## src/rtl/imm_encoder.sv

```systemverilog
// Two-stage RV32I instruction encoder: packs opcode/funct/register fields and a decoded immediate into a 32-bit word.
// Optional macro IMMENC_CSR_EN enables CSR-immediate encoding for SYSTEM funct3 101/110/111.
module imm_encoder #(
    parameter int CNT_W = 8
) (
    input  logic             iCLK,
    input  logic             iRST,
    input  logic             iValid,
    output logic             oReady,
    input  logic [6:0]       iOpcode,
    input  logic [2:0]       iFunct3,
    input  logic [6:0]       iFunct7,
    input  logic [4:0]       iRd,
    input  logic [4:0]       iRs1,
    input  logic [4:0]       iRs2,
    input  logic [31:0]      iImm,
    output logic             oValid,
    input  logic             iReady,
    output logic [31:0]      oInstr,
    output logic             oErr,
    output logic [CNT_W-1:0] oErrCount
);

    logic             vld_p1, vld_p2;
    logic [6:0]       opcode_p1, funct7_p1;
    logic [2:0]       funct3_p1;
    logic [4:0]       rd_p1, rs1_p1, rs2_p1;
    logic [31:0]      imm_p1;
    logic [31:0]      instr_p2;
    logic             err_p2;
    logic [CNT_W-1:0] errcnt;
    logic             s1_load, s2_load;
    logic [32:0]      enc_p1;

    // Bit 32 of the result is the error flag, bits 31:0 the encoded word.
    function automatic logic [32:0] encode(
        input logic [6:0]  op,
        input logic [2:0]  f3,
        input logic [6:0]  f7,
        input logic [4:0]  rd,
        input logic [4:0]  rs1,
        input logic [4:0]  rs2,
        input logic [31:0] imm
    );
        logic [31:0] w;
        logic        e;
        w = 32'h0;
        e = 1'b0;
        case (op)
            7'b0000011, 7'b0010011, 7'b1100111: begin
                w = {imm[11:0], rs1, f3, rd, op};
                e = (imm[31:11] != {21{imm[11]}});
            end
            7'b0100011: begin
                w = {imm[11:5], rs2, rs1, f3, imm[4:0], op};
                e = (imm[31:11] != {21{imm[11]}});
            end
            7'b1100011: begin
                w = {imm[12], imm[10:5], rs2, rs1, f3, imm[4:1], imm[11], op};
                e = imm[0] | (imm[31:12] != {20{imm[12]}});
            end
            7'b0110111, 7'b0010111: begin
                w = {imm[31:12], rd, op};
                e = |imm[11:0];
            end
            7'b1101111: begin
                w = {imm[20], imm[10:1], imm[11], imm[19:12], rd, op};
                e = imm[0] | (imm[31:20] != {12{imm[20]}});
            end
            7'b0110011: begin
                w = {f7, rs2, rs1, f3, rd, op};
            end
            7'b1110011: begin
`ifdef IMMENC_CSR_EN
                if (f3 == 3'b101 || f3 == 3'b110) begin
                    w = {f7, rs2, imm[4:0], f3, rd, op};
                    e = |imm[31:5];
                end else if (f3 == 3'b111) begin
                    // Immediate arrives complemented; restore the raw uimm field.
                    w = {f7, rs2, ~imm[4:0], f3, rd, op};
                    e = ~&imm[31:5];
                end else begin
                    w = {imm[11:0], rs1, f3, rd, op};
                end
`else
                w = {imm[11:0], rs1, f3, rd, op};
`endif
            end
            default: begin
                w = 32'h0000_0013;
                e = 1'b1;
            end
        endcase
        return {e, w};
    endfunction

    assign s2_load = ~vld_p2 | iReady;
    assign s1_load = ~vld_p1 | s2_load;
    assign oReady  = s1_load;
    assign enc_p1  = encode(opcode_p1, funct3_p1, funct7_p1, rd_p1, rs1_p1, rs2_p1, imm_p1);

    always_ff @(posedge iCLK or posedge iRST) begin
        if (iRST) begin
            vld_p1 <= 1'b0;
            vld_p2 <= 1'b0;
        end else begin
            if (s1_load) vld_p1 <= iValid;
            if (s2_load) vld_p2 <= vld_p1;
        end
    end

    // ---- stage S1: capture request fields ----
    always_ff @(posedge iCLK) begin
        if (s1_load && iValid) begin
            opcode_p1 <= iOpcode;
            funct3_p1 <= iFunct3;
            funct7_p1 <= iFunct7;
            rd_p1     <= iRd;
            rs1_p1    <= iRs1;
            rs2_p1    <= iRs2;
            imm_p1    <= iImm;
        end
    end

    // ---- stage S2: encoded word and error flag ----
    always_ff @(posedge iCLK or posedge iRST) begin
        if (iRST) begin
            instr_p2 <= 32'h0;
            err_p2   <= 1'b0;
        end else if (s2_load && vld_p1) begin
            instr_p2 <= enc_p1[31:0];
            err_p2   <= enc_p1[32];
        end
    end

    always_ff @(posedge iCLK or posedge iRST) begin
        if (iRST) begin
            errcnt <= '0;
        end else if (vld_p2 && iReady && err_p2 && (errcnt != {CNT_W{1'b1}})) begin
            errcnt <= errcnt + 1'b1;
        end
    end

    assign oValid    = vld_p2;
    assign oInstr    = instr_p2;
    assign oErr      = err_p2;
    assign oErrCount = errcnt;

endmodule

```

## config.mk

```make
export PLATFORM = sky130hd
export DESIGN_NAME = imm_encoder
export DESIGN_NICKNAME = d
export VERILOG_FILES = /design/src/rtl/imm_encoder.sv
export SDC_FILE = /design/constraint.sdc
export NUM_CORES = 1
export LEC_CHECK = 0
export BUFFER_PORTS_ARGS = -buffer_cell sky130_fd_sc_hd__buf_2
export CAP_MARGIN = 20
export CORE_MARGIN = 8
export CORE_UTILIZATION = 45
export DETAILED_ROUTE_END_ITERATION = 8
export PLACE_DENSITY = 0.72
export SLEW_MARGIN = 20
export SYNTH_ARGS = -nofsm -noshare
export SYNTH_HDL_FRONTEND = slang
export SYNTH_SLANG_ARGS = --single-unit
```

## constraint.sdc

```tcl
create_clock -name iCLK -period 2.8 [get_ports iCLK]
set_clock_uncertainty 0.1 [all_clocks]
set_input_delay 0.28 -clock iCLK [delete_from_list [all_inputs] [get_ports iCLK]]
set_output_delay 0.28 -clock iCLK [all_outputs]
set_load 0.02 [all_outputs]
```

# [Word-level counts from Yosys, hierarchy flattened]
# Cells that the tools add are included.
[word_totals] output_inout_bits=43 elab_cells=45 input_bits=68 ff_bits=107
[classes] bitwise_logic=6 n_eq_ne=14 n_addsub=1 mux=2 n_reduce_logical=10
[ops] op="$pmux W32 S6" n=1
[ops] op="$eq A7 B7 Y1 const B" n=4
[ops] op="$eq A7 B6 Y1 const B" n=3
[ops] op="$ne A20 B20 Y1" n=1
[ops] op="$ne A19 B19 Y1" n=1
[ops] op="$eq A7 B5 Y1 const B" n=2
[ops] op="$reduce_or A12 Y1" n=1
[ops] op="$ne A11 B11 Y1" n=1
[ops] op="$add A8 B1 Y8 const B" n=1
[ops] op="$ne A8 B8 Y1 const B" n=1
[ops] op="$reduce_or A4 Y1" n=2
[ops] op="$eq A7 B2 Y1 const B" n=1
[ops] op="$logic_and A1 B1 Y1" n=5
[ops] op="$pmux W1 S5" n=1
[ops] op="$or A1 B1 Y1" n=4
[ops] op="$reduce_or A2 Y1" n=2
[ops] op="$not A1 Y1" n=2

# [Depth between registers and ports, before layout]
[logic_depth] depth_word=4 mapped_depth=8 mapped_depth_nobuf=6

# [Least setup slack after synthesis]
# OpenSTA, ideal clock, no wires.
[synth_timing] path_type="reg2reg" start="reg vld_p2, in the netlist oValid" end="reg funct3_p1[0] (enable)" path_buffers=0 arrival_ps=2302 synth_period_minus_slack_ps=2831 required_ps=2271 setup_slack_ps=-31 stages_incl_launch_ff=3 setup_time_ps=429 path_cell_list="dfrtp_1 nand3b_1 and2_1"
[synth_between] elab_chain_cells=4
[synth_rtl] item="start, declared" line_no="24" text="logic vld_p1, vld_p2;"
[synth_rtl] item="start signal, assigned" line_no="108" text="if (s2_load) vld_p2 <= vld_p1;"
[synth_rtl] item="$not A1 Y1" line_no="97" text="assign s2_load = ~vld_p2 | iReady;"
[synth_rtl] item="$or A1 B1 Y1" line_no="97"
[synth_rtl] item="$or A1 B1 Y1" line_no="98" text="assign s1_load = ~vld_p1 | s2_load;"
[synth_rtl] item="named net oReady" line_no="9" text="output logic oReady,"
[synth_rtl] item="$logic_and A1 B1 Y1" line_no="114" text="if (s1_load && iValid) begin"
[synth_rtl] item="end signal, assigned" line_no="116" text="funct3_p1 <= iFunct3;"
[synth_rtl] item="end, declared" line_no="26" text="logic [2:0] funct3_p1;"
# The timed path passes the listed nets, and every way through them passes these cells.
# A chain may end at the register's enable or synchronous reset.

# [Worst setup path after layout]
[layout_timing] start="reg opcode_p1[4]" end="reg instr_p2[16], in the netlist oInstr[16]"
[layout_between] elab_chain_cells=3 word_cells_on_any_way=13 cone_classes="eq/ne: 10; mux: 1; reduce/logical: 2"
[layout_rtl] item="start, declared" line_no="25" text="logic [6:0] opcode_p1, funct7_p1;"
[layout_rtl] item="start signal, assigned" line_no="115" text="opcode_p1 <= iOpcode;"
[layout_rtl] item="$eq A7 B7 Y1, or another cell as far along" line_no="49" text="case (op)"
[layout_rtl] item="$reduce_or A4 Y1 (no source line) or $reduce_or A2 Y1 (tied branches)"
[layout_rtl] item="$pmux W32 S6 *" line_no="49"
[layout_rtl] item="end signal, assigned" line_no="131" text="instr_p2 <= enc_p1[31:0];"
[layout_rtl] item="end, declared" line_no="29" text="logic [31:0] instr_p2;"
# Every way passes the cells marked *; elsewhere a longest branch is shown, timed or not.

==> results.toml <==
[final_layout]
final_core_util = 0.612
stdcell_count = 632
diodes = 0
fillers = 785
final_common_cell = "buf_2"
nNetsFinal = 563
area.growth.synth_to_final_pct = 34.5
final_cell_mix = "110 x buf_2, 64 x edfxtp_1, 64 x dlygate4sd3_1"
layout-drive-gt1-share = 0.277

[setup_path]
regToRegSetupSlack_ns = 0.32
cp.required_ns = 3.00
reg2regPathDepth = 6
cp_data_arrival_time_ns = 2.68
path_max_fanout = 19
worstSetupEndpointType = "flop"
reg2reg_to = "oInstr[16]$_DFFE_PP0P_"
crit_type = "reg2reg"
r2r_start = "opcode_p1[4]$_DFFE_PP_"
cp-startpoint = "opcode_p1[4]$_DFFE_PP_"
cp-start-kind = "flop"

[yosys]
muxShareOfSynthArea = 0.00749
avgSynthCellArea_sq_um = 13.6
synth_top_family_by_area = "compound AO/OA/AOI/OAI gates"
synth-compound-area-share = 0.156
ys_seq_area_frac = 0.690
ys.flop_type = "edfxtp_1"
synth_edf_count = 64
synth-async-reset-ratio = 0.402
synth_cells = 319
synthXorXnorAreaFrac = 0.0161
synth_fa_ha_area_frac = 0.00288
netlist_area_sq_um = 4340
synth-seq-cells = 107
synthSimpleGateAreaFrac = 0.107
ys.warnings.count = 0
syn_nets = 388
yosys.cell_types.count = 50

[clocking]
cts_sinks = 107
post-cts-setup-buffers = 0
path_clk_slew_ns = 0.09
cts_max_level = 3
cts_tree = "yes"
max-clock-path-buffers = 2
cts_made_buffers = 9
clockRootBuffer = "clkbuf_8"
clk_latency_ns = 0.36
holdBufCountCts = 62
ctsResizeCount = 0

[hold_path]
hold_class = "in2async"

[timing]
rsz0062_at_grt = "false"
period_share = 0.885
max_slew.worst_pin.slew_ns = 0.886
fmax_mhz = 403
drv_slew = 0
setup_violations = 0
hold_viol_final = 0
max_slew_margin = 0.409
finalSetupTns_ns = 0
min_period_ns = 2.48

[drt]
ant_nets = 0
vias = 3300
firstDrtPassIters = 5
vias_per_cell = 5.22
drc = 0
wire_per_inst_microns = 17.4
wl_microns = 11000
drt_iter0_markers = 219

[place]
dpl.cell_count = 552
port_buffers = 110
finalWeightedCongestion = 0.837
dpl.hpwl_microns = 7700

[power]
cellLeakagePower_nw = 2.49
irDropWorstVdd_mv = 0.274
p_total_w = 0.00327
power_per_cell_area_nw_per_um2 = 559

[floorplan]
floorplan.die_area_sq_um = 13100
die_y_microns = 114
start_util = 0.455
die_x_microns = 114
core_area_sq_um = 9550
pin_count = 111
rows = 36

[grt]
grt_pass1_wl_microns = 17700
gr-total-overflow = 0
grt_max_degree = 44
grt_pass1_vias = 3486
antenna_found_initial = 0
grt.total_usage = 0.174

[flow_run]
cap_viol_max_count = 0

[status]
status = "finished, final reports clean"
## synth_stat cells, drive strengths merged (4+ instances only)
cell type | number | area (sq um)
nand2 | 24 | 90.1
buf | 11 | 61.3
nand4 | 8 | 50.1
inv | 4 | 15.0
nand2b | 6 | 37.5
nand3 | 7 | 35.0
edfxtp | 64 | 1920
o21ai | 19 | 95.1
dfrtp | 43 | 1080
nor4 | 8 | 50.1
a21oi | 15 | 78.8
nor3 | 4 | 31.3
a22oi | 18 | 135
a21o | 13 | 97.6
nor2 | 16 | 65.1
xnor2 | 5 | 43.8
a22o | 12 | 105
## kinds of logic (layout without fill, tap and decap cells)
| kind of cell | Yosys count | after routing |
|---|---|---|
| AO/OA/AOI/OAI | 95 | 95 |
| XOR/XNOR | 8 | 8 |
| adder cells (fa/ha/maj) | 1 | 1 |
| buffers and inverters | 18 | 198 |
| flip-flops | 107 | 107 |
| multiplexers | 3 | 3 |
| AND/OR/NAND/NOR | 87 | 87 |
## flip-flops by register name (all words and copies together) (netlist names)
| name | cells |
|---|---|
| oErrCount | 8 |
| funct3_p1 | 3 |
| rs1_p1 | 5 |
| oErr | 1 |
| opcode_p1 | 7 |
| rs2_p1 | 5 |
| rd_p1 | 5 |
| imm_p1 | 32 |
| oValid | 1 |
| oInstr | 32 |
| funct7_p1 | 7 |
| vld_p1 | 1 |
## area by class of cell
class | instances | area, sq um | area share
clock buffers | 11 | 131 | 0.0225
inverters | 4 | 15.0 | 0.00257
multi-input cells | 194 | 1260 | 0.215
flip-flops and latches | 107 | 3000 | 0.513
well taps | 133 | 166 | 0.0285
clock inverters | 5 | 52.6 | 0.00900
repair buffers | 178 | 1220 | 0.209
## worst max path at each step
stage	endpoint
CTS	oInstr[16]$_DFFE_PP0P_
finish	oInstr[16]$_DFFE_PP0P_
global placement	oInstr[16]$_DFFE_PP0P_
global route	oInstr[14]$_DFFE_PP0P_
floorplan	funct3_p1[0]$_DFFE_PP_
detailed placement	oInstr[14]$_DFFE_PP0P_
## stage by stage
step	setup WS (ns)	cell area (sq um)	hold WS [ns]
6_report	0.322	5840	0.00408
5_1_grt	0.204	5840	0.0137
3_5_place_dp	0.398	5020	0.345
3_3_place_gp	0.494	5020	0.336
2_1_floorplan	0.657	4340	0.279
4_1_cts	0.366	5820	0.000771
## power by group
group          switching [W]  internal [W]
clock               0.000489      0.000412
sequential          0.000113       0.00180
combinational       0.000242      0.000207
total               0.000845       0.00242
## critical path, cell delays in order, from the launching register on
cell and delay (ns):
edfxtp_1 0.59, nand4b_1 0.35, nor2_2 0.21, a31oi_1 0.08, a21o_1 0.46, nor3_4 0.44, a21o_1 0.18
## per-layer routing
layer  up-vias  wire (microns)  global-route usage
met5         -               0                   0
met4         0             208              0.0825
met3        16             665              0.0385
met2       111            5720               0.295
met1      1606            4410               0.204
li1       1567               -                   -
Note: power is estimated with default switching activity, not from simulation.
